===== src/rtl/gate_edge_if.sv =====
// Signal bundle between the gate stage / controller and gate_edge_counter.
// The master drives the gate outputs and clear; the slave returns count, pulse, flag and FSM state.
interface gate_edge_if #(
  parameter int CNT_W = 8
);
  logic             c_in;
  logic             d_in;
  logic             clr;
  logic [CNT_W-1:0] count;
  logic             rise_pulse;
  logic             thresh_hit;
  logic [1:0]       state;

  modport master (
    output c_in, d_in, clr,
    input  count, rise_pulse, thresh_hit, state
  );

  modport slave (
    input  c_in, d_in, clr,
    output count, rise_pulse, thresh_hit, state
  );
endinterface


===== src/rtl/gate_edge_counter.sv =====
// Synchronises and debounces the gate-stage c/d outputs, counts clean rising edges of c while d is high.
// Optional feature: define GATE_CNT_WRAP_EN to make count wrap instead of saturating.
module gate_edge_counter #(
  parameter int CNT_W      = 8,
  parameter int DEB_CYCLES = 4,
  parameter int THRESH     = 10
) (
  input  logic        clk,
  input  logic        rst,
  gate_edge_if.slave  bus
);

  localparam int DEB_W = (DEB_CYCLES < 2) ? 1 : $clog2(DEB_CYCLES + 1);
  localparam logic [DEB_W-1:0] DEB_LAST = DEB_W'(DEB_CYCLES);
  localparam logic [DEB_W-1:0] DEB_ONE  = DEB_W'(1);
  localparam logic [CNT_W-1:0] CNT_MAX  = '1;
  localparam logic [CNT_W-1:0] THRESH_V = CNT_W'(THRESH);

  typedef enum logic [1:0] {
    IDLE     = 2'd0,
    RISE_CHK = 2'd1,
    HIGH     = 2'd2,
    FALL_CHK = 2'd3
  } state_t;

  logic             c_meta_q, c_s_q;
  logic             d_meta_q, d_s_q;
  state_t           state_q, state_d;
  logic [DEB_W-1:0] deb_cnt_q, deb_cnt_d;
  logic [DEB_W-1:0] deb_inc;
  logic             pulse_q, pulse_d;
  logic [CNT_W-1:0] count_q, count_d;
  logic             thresh_q, thresh_d;
  logic             inc;

  // Two-flop synchronisers; both inputs are asynchronous to clk.
  always_ff @(posedge clk or posedge rst) begin
    if (rst) begin
      c_meta_q <= 1'b0;
      c_s_q    <= 1'b0;
      d_meta_q <= 1'b0;
      d_s_q    <= 1'b0;
    end else begin
      c_meta_q <= bus.c_in;
      c_s_q    <= c_meta_q;
      d_meta_q <= bus.d_in;
      d_s_q    <= d_meta_q;
    end
  end

  assign deb_inc = deb_cnt_q + DEB_ONE;

  always_comb begin
    state_d   = state_q;
    deb_cnt_d = deb_cnt_q;
    pulse_d   = 1'b0;
    case (state_q)
      IDLE: begin
        if (c_s_q) begin
          if (DEB_CYCLES == 1) begin
            state_d = HIGH;
            pulse_d = 1'b1;
          end else begin
            state_d   = RISE_CHK;
            deb_cnt_d = DEB_ONE;
          end
        end
      end
      RISE_CHK: begin
        if (!c_s_q) begin
          state_d   = IDLE;
          deb_cnt_d = '0;
        end else if (deb_inc == DEB_LAST) begin
          state_d   = HIGH;
          pulse_d   = 1'b1;
          deb_cnt_d = '0;
        end else begin
          deb_cnt_d = deb_inc;
        end
      end
      HIGH: begin
        if (!c_s_q) begin
          if (DEB_CYCLES == 1) begin
            state_d = IDLE;
          end else begin
            state_d   = FALL_CHK;
            deb_cnt_d = DEB_ONE;
          end
        end
      end
      FALL_CHK: begin
        if (c_s_q) begin
          state_d   = HIGH;
          deb_cnt_d = '0;
        end else if (deb_inc == DEB_LAST) begin
          state_d   = IDLE;
          deb_cnt_d = '0;
        end else begin
          deb_cnt_d = deb_inc;
        end
      end
      default: begin
        state_d   = IDLE;
        deb_cnt_d = '0;
      end
    endcase
  end

  // The count enable is sampled on the same edge that raises rise_pulse.
  assign inc = pulse_d & d_s_q;

  always_comb begin
    count_d  = count_q;
    thresh_d = thresh_q;
    if (bus.clr) begin
      count_d  = '0;
      thresh_d = 1'b0;
    end else if (inc) begin
`ifdef GATE_CNT_WRAP_EN
      count_d = count_q + 1'b1;
`else
      if (count_q != CNT_MAX) begin
        count_d = count_q + 1'b1;
      end
`endif
      if (count_d == THRESH_V) begin
        thresh_d = 1'b1;
      end
    end
  end

  always_ff @(posedge clk or posedge rst) begin
    if (rst) begin
      state_q   <= IDLE;
      deb_cnt_q <= '0;
      pulse_q   <= 1'b0;
      count_q   <= '0;
      thresh_q  <= 1'b0;
    end else begin
      state_q   <= state_d;
      deb_cnt_q <= deb_cnt_d;
      pulse_q   <= pulse_d;
      count_q   <= count_d;
      thresh_q  <= thresh_d;
    end
  end

  assign bus.count      = count_q;
  assign bus.rise_pulse = pulse_q;
  assign bus.thresh_hit = thresh_q;
  assign bus.state      = state_q;

endmodule


===== src/flat_wrapper.sv =====
// flat-port wrapper written by rule: the top's interface ports become plain ports
module gate_edge_counter_flat 
#(
  parameter int CNT_W      = 8,
  parameter int DEB_CYCLES = 4,
  parameter int THRESH     = 10
)
  (clk, rst, bus_c_in, bus_d_in, bus_clr, bus_count, bus_rise_pulse, bus_thresh_hit, bus_state);
  gate_edge_if #(.CNT_W(CNT_W)) bus_i ();
  input  logic clk;
  input  logic rst;
  input wire logic [$bits(bus_i.c_in)-1:0] bus_c_in;
  input wire logic [$bits(bus_i.d_in)-1:0] bus_d_in;
  input wire logic [$bits(bus_i.clr)-1:0] bus_clr;
  output wire logic [$bits(bus_i.count)-1:0] bus_count;
  output wire logic [$bits(bus_i.rise_pulse)-1:0] bus_rise_pulse;
  output wire logic [$bits(bus_i.thresh_hit)-1:0] bus_thresh_hit;
  output wire logic [$bits(bus_i.state)-1:0] bus_state;
  assign bus_i.c_in = bus_c_in;
  assign bus_i.d_in = bus_d_in;
  assign bus_i.clr = bus_clr;
  assign bus_count = bus_i.count;
  assign bus_rise_pulse = bus_i.rise_pulse;
  assign bus_thresh_hit = bus_i.thresh_hit;
  assign bus_state = bus_i.state;
  gate_edge_counter #(.CNT_W(CNT_W), .DEB_CYCLES(DEB_CYCLES), .THRESH(THRESH)) u_core (.clk(clk), .rst(rst), .bus(bus_i));
endmodule

===== config.mk =====
export PLATFORM = sky130hd
export DESIGN_NAME = gate_edge_counter_flat
export DESIGN_NICKNAME = d
export VERILOG_FILES = /design/src/rtl/gate_edge_if.sv /design/src/rtl/gate_edge_counter.sv /design/src/flat_wrapper.sv
export SDC_FILE = /design/constraint.sdc
export NUM_CORES = 1
export LEC_CHECK = 0
export BUFFER_PORTS_ARGS = -buffer_cell sky130_fd_sc_hd__buf_2
export CELL_PAD_IN_SITES_DETAIL_PLACEMENT = 2
export CELL_PAD_IN_SITES_GLOBAL_PLACEMENT = 2
export CORE_MARGIN = 1
export CORE_UTILIZATION = 37
export CTS_BUF_LIST = sky130_fd_sc_hd__clkbuf_16
export CTS_CLUSTER_SIZE = 20
export DETAILED_ROUTE_END_ITERATION = 6
export PLACE_DENSITY = 0.82
export SLEW_MARGIN = 20
export SYNTH_ARGS = -nofsm -noshare
export SYNTH_HDL_FRONTEND = slang
export SYNTH_SLANG_ARGS = --single-unit

===== constraint.sdc =====
create_clock -name clk -period 4.2 [get_ports clk]
set_input_delay 0.21 -clock clk [delete_from_list [all_inputs] [get_ports clk]]
set_output_delay 0.21 -clock clk [all_outputs]
set_load 0.02 [all_outputs]

==> results of run 1 <==
## cell usage in the layout (no fill, tap or decap), types with 3 or more instances in the layout
cell type / netlist / final
dfrtp_1: 19 / 19
buf_2: 0 / 16
nand2_1: 6 / 6
a21oi_1: 6 / 6
o31ai_1: 4 / 4
nor2_1: 4 / 4
o21ai_0: 4 / 4
inv_1: 3 / 3
nand3_1: 3 / 3
nor3_1: 3 / 3
nand2b_1: 3 / 3
ha_1: 3 / 3
clkbuf_16: 0 / 3
## layer usage
layer,GRT usage (%),vias up
li1,-,380
met5,0,-
met4,8.33,0
met1,26.3,425
met3,4.52,4
met2,40.2,12
## state kept, by name, indices dropped and copies added, names as in the netlist, named ones only
name / cells
u_core.c_meta_q: 1
u_core.c_s_q: 1
u_core.d_meta_q: 1
u_core.bus.rise_pulse: 1
u_core.bus.state: 1
u_core.d_s_q: 1
u_core.bus.count: 8
u_core.bus.thresh_hit: 1
u_core.deb_cnt_q: 3
## report_power, final
part | switching (mW) | total [mW] | internal [mW]
clock | 0.0706 | 0.198 | 0.128
combinational | 0.0613 | 0.106 | 0.0451
sequential | 0.0308 | 0.235 | 0.205
## cells by family after synthesis
kind of cell    count (synthesis)  synth area share (%)
mux                             2                  2.29
simple gates                   37                  22.4
compound gates                 23                  15.4
xor+xnor                        4                  4.33
buf+inv                         6                  3.43
fa+ha+maj                       3                  3.82
flops                          19                  48.3
## worst max-delay path, delay by kind of cell (launching register included)
kind | cells | cell delay [ns]
adders and majority gates | 1 | 0.27
DFF | 1 | 0.42
muxes | 1 | 0.30
and+or+nand+nor | 3 | 0.86
## worst max-delay path by stage
stage	from	slack, ns	to	cells after the start
4_1_cts	u_core.bus.count[0]	2.22	u_core.bus.count[0]	5
3_3_place_gp	u_core.deb_cnt_q[0]	2.39	u_core.bus.count[3]	5
5_1_grt	u_core.bus.count[0]	2.11	u_core.bus.count[0]	5
6_report	u_core.bus.count[0]	2.23	u_core.bus.count[0]	5
2_1_floorplan	u_core.bus.state[0]	2.47	u_core.bus.count[3]	6
3_5_place_dp	u_core.deb_cnt_q[0]	2.30	u_core.bus.count[3]	5
## per-stage QoR
stage / power (mW) / instance area (µm²)
after detailed placement: 0.347 / 1080
after CTS: 0.544 / 1160
after floorplan: 0.316 / 983
final: 0.540 / 1160
after global placement: 0.335 / 1080
after global routing: 0.569 / 1160
## cell type report
type                    instances  area [µm²]  share of cell area [%]
flip-flops and latches         19         475                    41.0
multi-input cells              69         474                    40.9
repair buffers                 16        80.1                    6.91
clock buffers                   3        75.1                    6.48
well taps                      30        37.5                    3.24
inverters                       3        11.3                   0.972
clock inverters                 1        5.00                   0.432
==> run_results.csv, run 1 <==
group,metric,value,unit
synth,yosysMostFrequentCell,"dfrtp_1",
drt,wl_met2,1.33,mm
drt,finalWirelength,2.58,mm
clock_network,worstSkewPairLatency,0.25,ns
drt,drt_iter0_markers,4,
drt,drc_errors,0,
power,leakage,0.525,nW
synth,ys.flop_type,"dfrtp_1",
worst_setup_path,critPathMaxStageDelay,0.61,ns
synth,synth.largest_area_cell,"dfrtp_1",
sta,setup_viol,0,
drt,top_layer,"met4",
drt,viasPerCell,5.82,
sta,max-slew-margin-rel,48.8,%
clock_network,cts_setup_buffers,0,
synth,synth.area.top_cells,"dfrtp_1 48%, ha_1 3.8%, a21oi_1 3.1%",
min_path,hold_path_startpoint,"bus_c_in",
min_path,worstHoldEndpoint,"u_core.c_meta_q",
sta,finalSetupTns,0,ns
run,drv_cap,0,
power,ir_drop,0.248,mV
min_path,worstHoldPathType,"in2reg",
clock_network,cts_buffers,3,
floorplan,dieHeight,53.6,µm
worst_setup_path,crit_arrival,2.11,ns
placement,place.gp.congestion,0.680,
floorplan,start_util,39.3,%
final_layout,stdcell_count,141,
worst_setup_path,reg2reg_to,"u_core.bus.count[0]",
clock_network,path_clk_slew,0.06,ns
floorplan,chipWidth,53.6,µm
floorplan,num_io_pins,17,
sta,hold_viol,0,
synth,syn_nets,102,
sta,setup_slack,2.23,ns
drt,wl_per_cell,18.3,µm
final_layout,num-fill-cells,276,
grt,antenna_found_initial,0,
placement,dp_cells,137,
grt,grt_pass1_wl,4.48,mm
sta,fmax,0.507,GHz
final_layout,fin_util,46.3,%
clock_network,cts.sinks,19,
grt,grt_max_degree,20,
synth,synth_edf_count,0,
floorplan,core-area,2500,µm²
worst_setup_path,critical_path_class,"reg2reg",
worst_setup_path,cp_cell_sequence,"ha_1 -> nand2_1 -> nor3_1 -> nor2_1 -> mux2_2",
floorplan,rows,18,
synth,synth_top_area_share,48.3,%
sta,hold-worst-slack,0.0616,ns
final_layout,final_nets,120,
synth,synth_cells,94,
worst_setup_path,cp_data_required_time,4.34,ns
power,powerDensity,466,nW/µm²
drt,drtAntennaViolNets,0,
final_layout,antennaDiodeCount,0,
sta,finalClockSkew,0.00207,ns
sta,rsz0062_at_grt,"no",
clock_network,cts_tree,"built",
worst_setup_path,path_max_fanout,7,
synth,synth-seq-area-share,48.3,%
sta,worstMarginPinSlew,0.763,ns
final_layout,syn_to_final_growth,17.8,%
drt,first_pass_iters,4,
clock_network,cts-htree-levels,1,
worst_setup_path,startpoint_type,"flip-flop",
status,status,"finished clean",
clock_network,ctsResizeCount,0,
worst_setup_path,reg2reg_depth,5,
drt,num_vias,821,
final_layout,drive_gt1_share,24.3,%
synth,async_flop_share,100,%
grt,grt_use_total,22.5,%
worst_setup_path,endpoint_kind,"flip-flop",
placement,preCtsSetupSlack,2.30,ns
sta,fin_crit,1.97,ns
clock_network,holdBufCountCts,0,
synth,synth_common_cells,"19 x dfrtp_1, 6 x a21oi_1, 6 x nand2_1",
grt,grt_overflow,0,
worst_setup_path,r2r_start,"u_core.bus.count[0]",
grt,grt_pass1_vias,924,
synth,synth_warnings,0,
drt,wl_met3,51,µm
synth,syn_avg_cell_area,10.5,µm²
worst_setup_path,rrSetupSlack,2.23,ns
placement,hpwl,1.86,mm
worst_setup_path,cpMaxStageDelayCell,"nor3_1",
placement,io_buffer_count,16,
drt,m1WireLength,1.17,mm
clock_network,cts-root-buf,"clkbuf_16",
synth,ys_ff_latch,19,
min_path,worstHoldPathCells,1,
synth,netlist_area,983,µm²
floorplan,fp.dieArea,2870,µm²
sta,period_share,47.0,%
synth,synthDistinctLibCells,40,
sta,slew_violations,0,
clock_network,cts_buffer_depth,2,
Power figures use the tool's default switching activity.
==> run 2, diff against run 1 <==
Settings changed: ABC_AREA set to 1, CORE_UTILIZATION 37 to 28, PLACE_DENSITY 0.82 to 0.72.
Clock period 4.2 ns to 1.61 ns, I/O delays scaled along.
==> run_results.csv, run 2 <==
group,metric,value,unit
synth,synthDistinctLibCells,22,
sta,rsz0062_at_grt,"yes",
floorplan,fp.dieArea,3890,µm²
synth,synth_common_cells,"34 x nand2_1, 19 x dfrtp_1, 17 x inv_1, 9 x nand3_1, 9 x o21ai_0",
grt,grt_max_degree,20,
clock_network,path_clk_slew,0.06,ns
min_path,hold_path_startpoint,"bus_clr",
worst_setup_path,reg2reg_depth,10,
worst_setup_path,cp_data_required_time,1.79,ns
placement,io_buffer_count,16,
final_layout,stdcell_count,203,
sta,setup_viol,0,
power,powerDensity,1060,nW/µm²
final_layout,num-fill-cells,416,
synth,syn_avg_cell_area,8.17,µm²
worst_setup_path,path_max_fanout,3,
sta,finalClockSkew,0.00147,ns
drt,drc_errors,0,
worst_setup_path,reg2reg_to,"u_core.bus.thresh_hit",
floorplan,num_io_pins,17,
worst_setup_path,endpoint_kind,"flip-flop",
placement,preCtsSetupSlack,-0.0928,ns
drt,finalWirelength,3.08,mm
worst_setup_path,critical_path_class,"reg2reg",
synth,synth.area.top_cells,"dfrtp_1 47%, nand2_1 13%, inv_1 6.3%",
floorplan,dieHeight,62.4,µm
placement,hpwl,2.27,mm
synth,ys_ff_latch,19,
synth,async_flop_share,100,%
clock_network,cts.sinks,19,
floorplan,rows,21,
sta,fmax,0.645,GHz
sta,fin_crit,1.55,ns
final_layout,syn_to_final_growth,35.2,%
final_layout,largest_reg_flops,8,
worst_setup_path,crit_arrival,1.73,ns
synth,synth.largest_area_cell,"dfrtp_1",
min_path,worstHoldEndpoint,"u_core.bus.thresh_hit",
floorplan,start_util,29.9,%
synth,yosysMostFrequentCell,"nand2_1",
synth,ys.flop_type,"dfrtp_1",
clock_network,worstSkewPairLatency,0.25,ns
min_path,worstHoldPathType,"in2reg",
drt,drt_iter0_markers,15,
sta,finalSetupTns,0,ns
final_layout,final_nets,166,
power,pwr-share-seq,40.7,%
final_layout,antennaDiodeCount,0,
grt,grt_pass1_wl,5.38,mm
power,clockPowerShare,35.2,%
clock_network,cts-root-buf,"clkbuf_16",
power,ir_drop,0.320,mV
placement,place.gp.congestion,0.802,
synth,netlist_area,1020,µm²
sta,worstMarginPinSlew,0.253,ns
synth,syn_nets,133,
sta,hold_viol,0,
final_layout,seq_area,475,µm²
grt,antenna_found_initial,0,
run,drv_cap,0,
synth,synth_top_area_share,46.6,%
status,status,"finished clean",
placement,dp_cells,193,
drt,drtAntennaViolNets,0,
clock_network,cts_tree,"built",
synth,synth-seq-area-share,46.6,%
drt,first_pass_iters,3,
sta,setup_slack,0.0588,ns
worst_setup_path,r2r_start,"u_core.deb_cnt_q[0]",
synth,synth_cells,125,
power,p_sw_share,32.0,%
final_layout,drive_gt1_share,32.5,%
grt,grt_overflow,0,
power,leakage,0.708,nW
floorplan,core-area,3420,µm²
power,p_sw,0.466,mW
sta,max-slew-margin-rel,83.2,%
final_layout,mostFrequentLayoutCell,"nand2_1",
power,p_int,0.992,mW
power,comb_power_share,24.1,%
grt,grt_pass1_vias,1090,
drt,wl_per_cell,15.2,µm
floorplan,chipWidth,62.4,µm
sta,slew_violations,0,
final_layout,final_cell_mix,"33 x nand2_1, 19 x dfrtp_1, 17 x inv_1, 16 x buf_2, 9 x nand3_1",
grt,grt_use_total,18.1,%
clock_network,cts-htree-levels,1,
worst_setup_path,startpoint_type,"flip-flop",
drt,viasPerCell,4.65,
sta,period_share,96.3,%
clock_network,cts_buffer_depth,2,
min_path,worstHoldPathCells,2,
final_layout,multiInputGateArea,505,µm²
synth,synth_warnings,0,
worst_setup_path,rrSetupSlack,0.06,ns
drt,num_vias,943,
clock_network,cts_buffers,3,
synth,synth_edf_count,0,
[run 2: cell types whose count changed in the layout (fill, tap and decap cells not counted), moves of 5 or more]
cell | previous run | this run
nand3_1 | 3 | 9
a21oi_1 | 6 | 1
nand2_2 | 0 | 5
nand2_1 | 6 | 33
buf_4 | 0 | 8
inv_1 | 3 | 17
[run 2: logic make-up after synthesis]
group	Yosys count	share of synthesized area [%]
simple gates	66	31.9
buf+inv	20	7.84
flops	19	46.6
compound gates	14	7.48
xor+xnor	3	2.57
fa+ha+maj	3	3.68
[run 2: critical path, stage by stage, from the launching register on]
cell     delay [ns]
dfrtp_1        0.41
ha_2           0.20
inv_1          0.06
nand2_1        0.06
nand2_2        0.11
nand4_4        0.13
nand2_2        0.10
nand3_1        0.10
nor2_1         0.11
nand2_1        0.08
a21oi_2        0.12
[run 2: power groups by stage]
stage          logic (mW)  clock network (mW)  registers [mW]
2_1_floorplan       0.167                   0           0.617
6_report            0.351               0.513           0.594
3_5_place_dp        0.298                   0           0.599
4_1_cts             0.324               0.534           0.592
5_1_grt             0.399               0.552           0.601
3_3_place_gp        0.283                   0           0.592
[run 2: how the worst max path moves through the flow]
| stage | slack, ns | cells past startpoint | from | to |
|---|---|---|---|---|
| after floorplan | 0.05 | 10 | u_core.bus.count[0] | u_core.bus.thresh_hit |
| after global placement | 0.06 | 10 | u_core.bus.count[0] | u_core.bus.thresh_hit |
| after detailed placement | -0.09 | 8 | u_core.deb_cnt_q[0] | u_core.bus.count[6] |
| after CTS | 0.003 | 11 | u_core.bus.count[0] | u_core.bus.thresh_hit |
| after global routing | -0.07 | 11 | u_core.bus.count[0] | u_core.bus.thresh_hit |
| final | 0.06 | 10 | u_core.deb_cnt_q[0] | u_core.bus.thresh_hit |
[run 2: layout make-up]
cell class	count	area share [%]
timing repair buffer	28	13.1
tap	46	4.17
clock buffer	3	5.44
sequential	19	34.5
multi-input combinational	86	36.6
clock inverter	1	0.363
inverter	20	5.80
[run 2: what timing repair did]
| item | in CTS | in global routing |
|---|---|---|
| gates resized for setup | 5 | 7 |
| hold buffers | 3 | 0 |
| endpoints found under the hold margin | 21 | 0 |
| pin swaps | 1 | 2 |
| setup buffers | 2 | 1 |
| setup endpoints to repair | 8 | 7 |
[run 2: layer usage]
layer  GRT usage (%)  vias to the layer above  share of wire, %
met3            2.37                        6               1.4
met5               0                        -                 0
met1            22.6                      460                46
met4            7.56                        0               1.8
li1                -                      464                 -
met2            31.3                       13                51
[run 2: stage by stage]
stage               util (%)  cell area (µm²)  hold WS (ns)  total power, mW
CTS                     39.5             1350        0.0663             1.45
finish                  40.4             1380        0.0672             1.46
floorplan                  -             1020        0.0316            0.784
detailed placement      35.2             1200         0.146            0.898
global placement        35.2             1200         0.115            0.875
global route            40.4             1380        0.0710             1.55
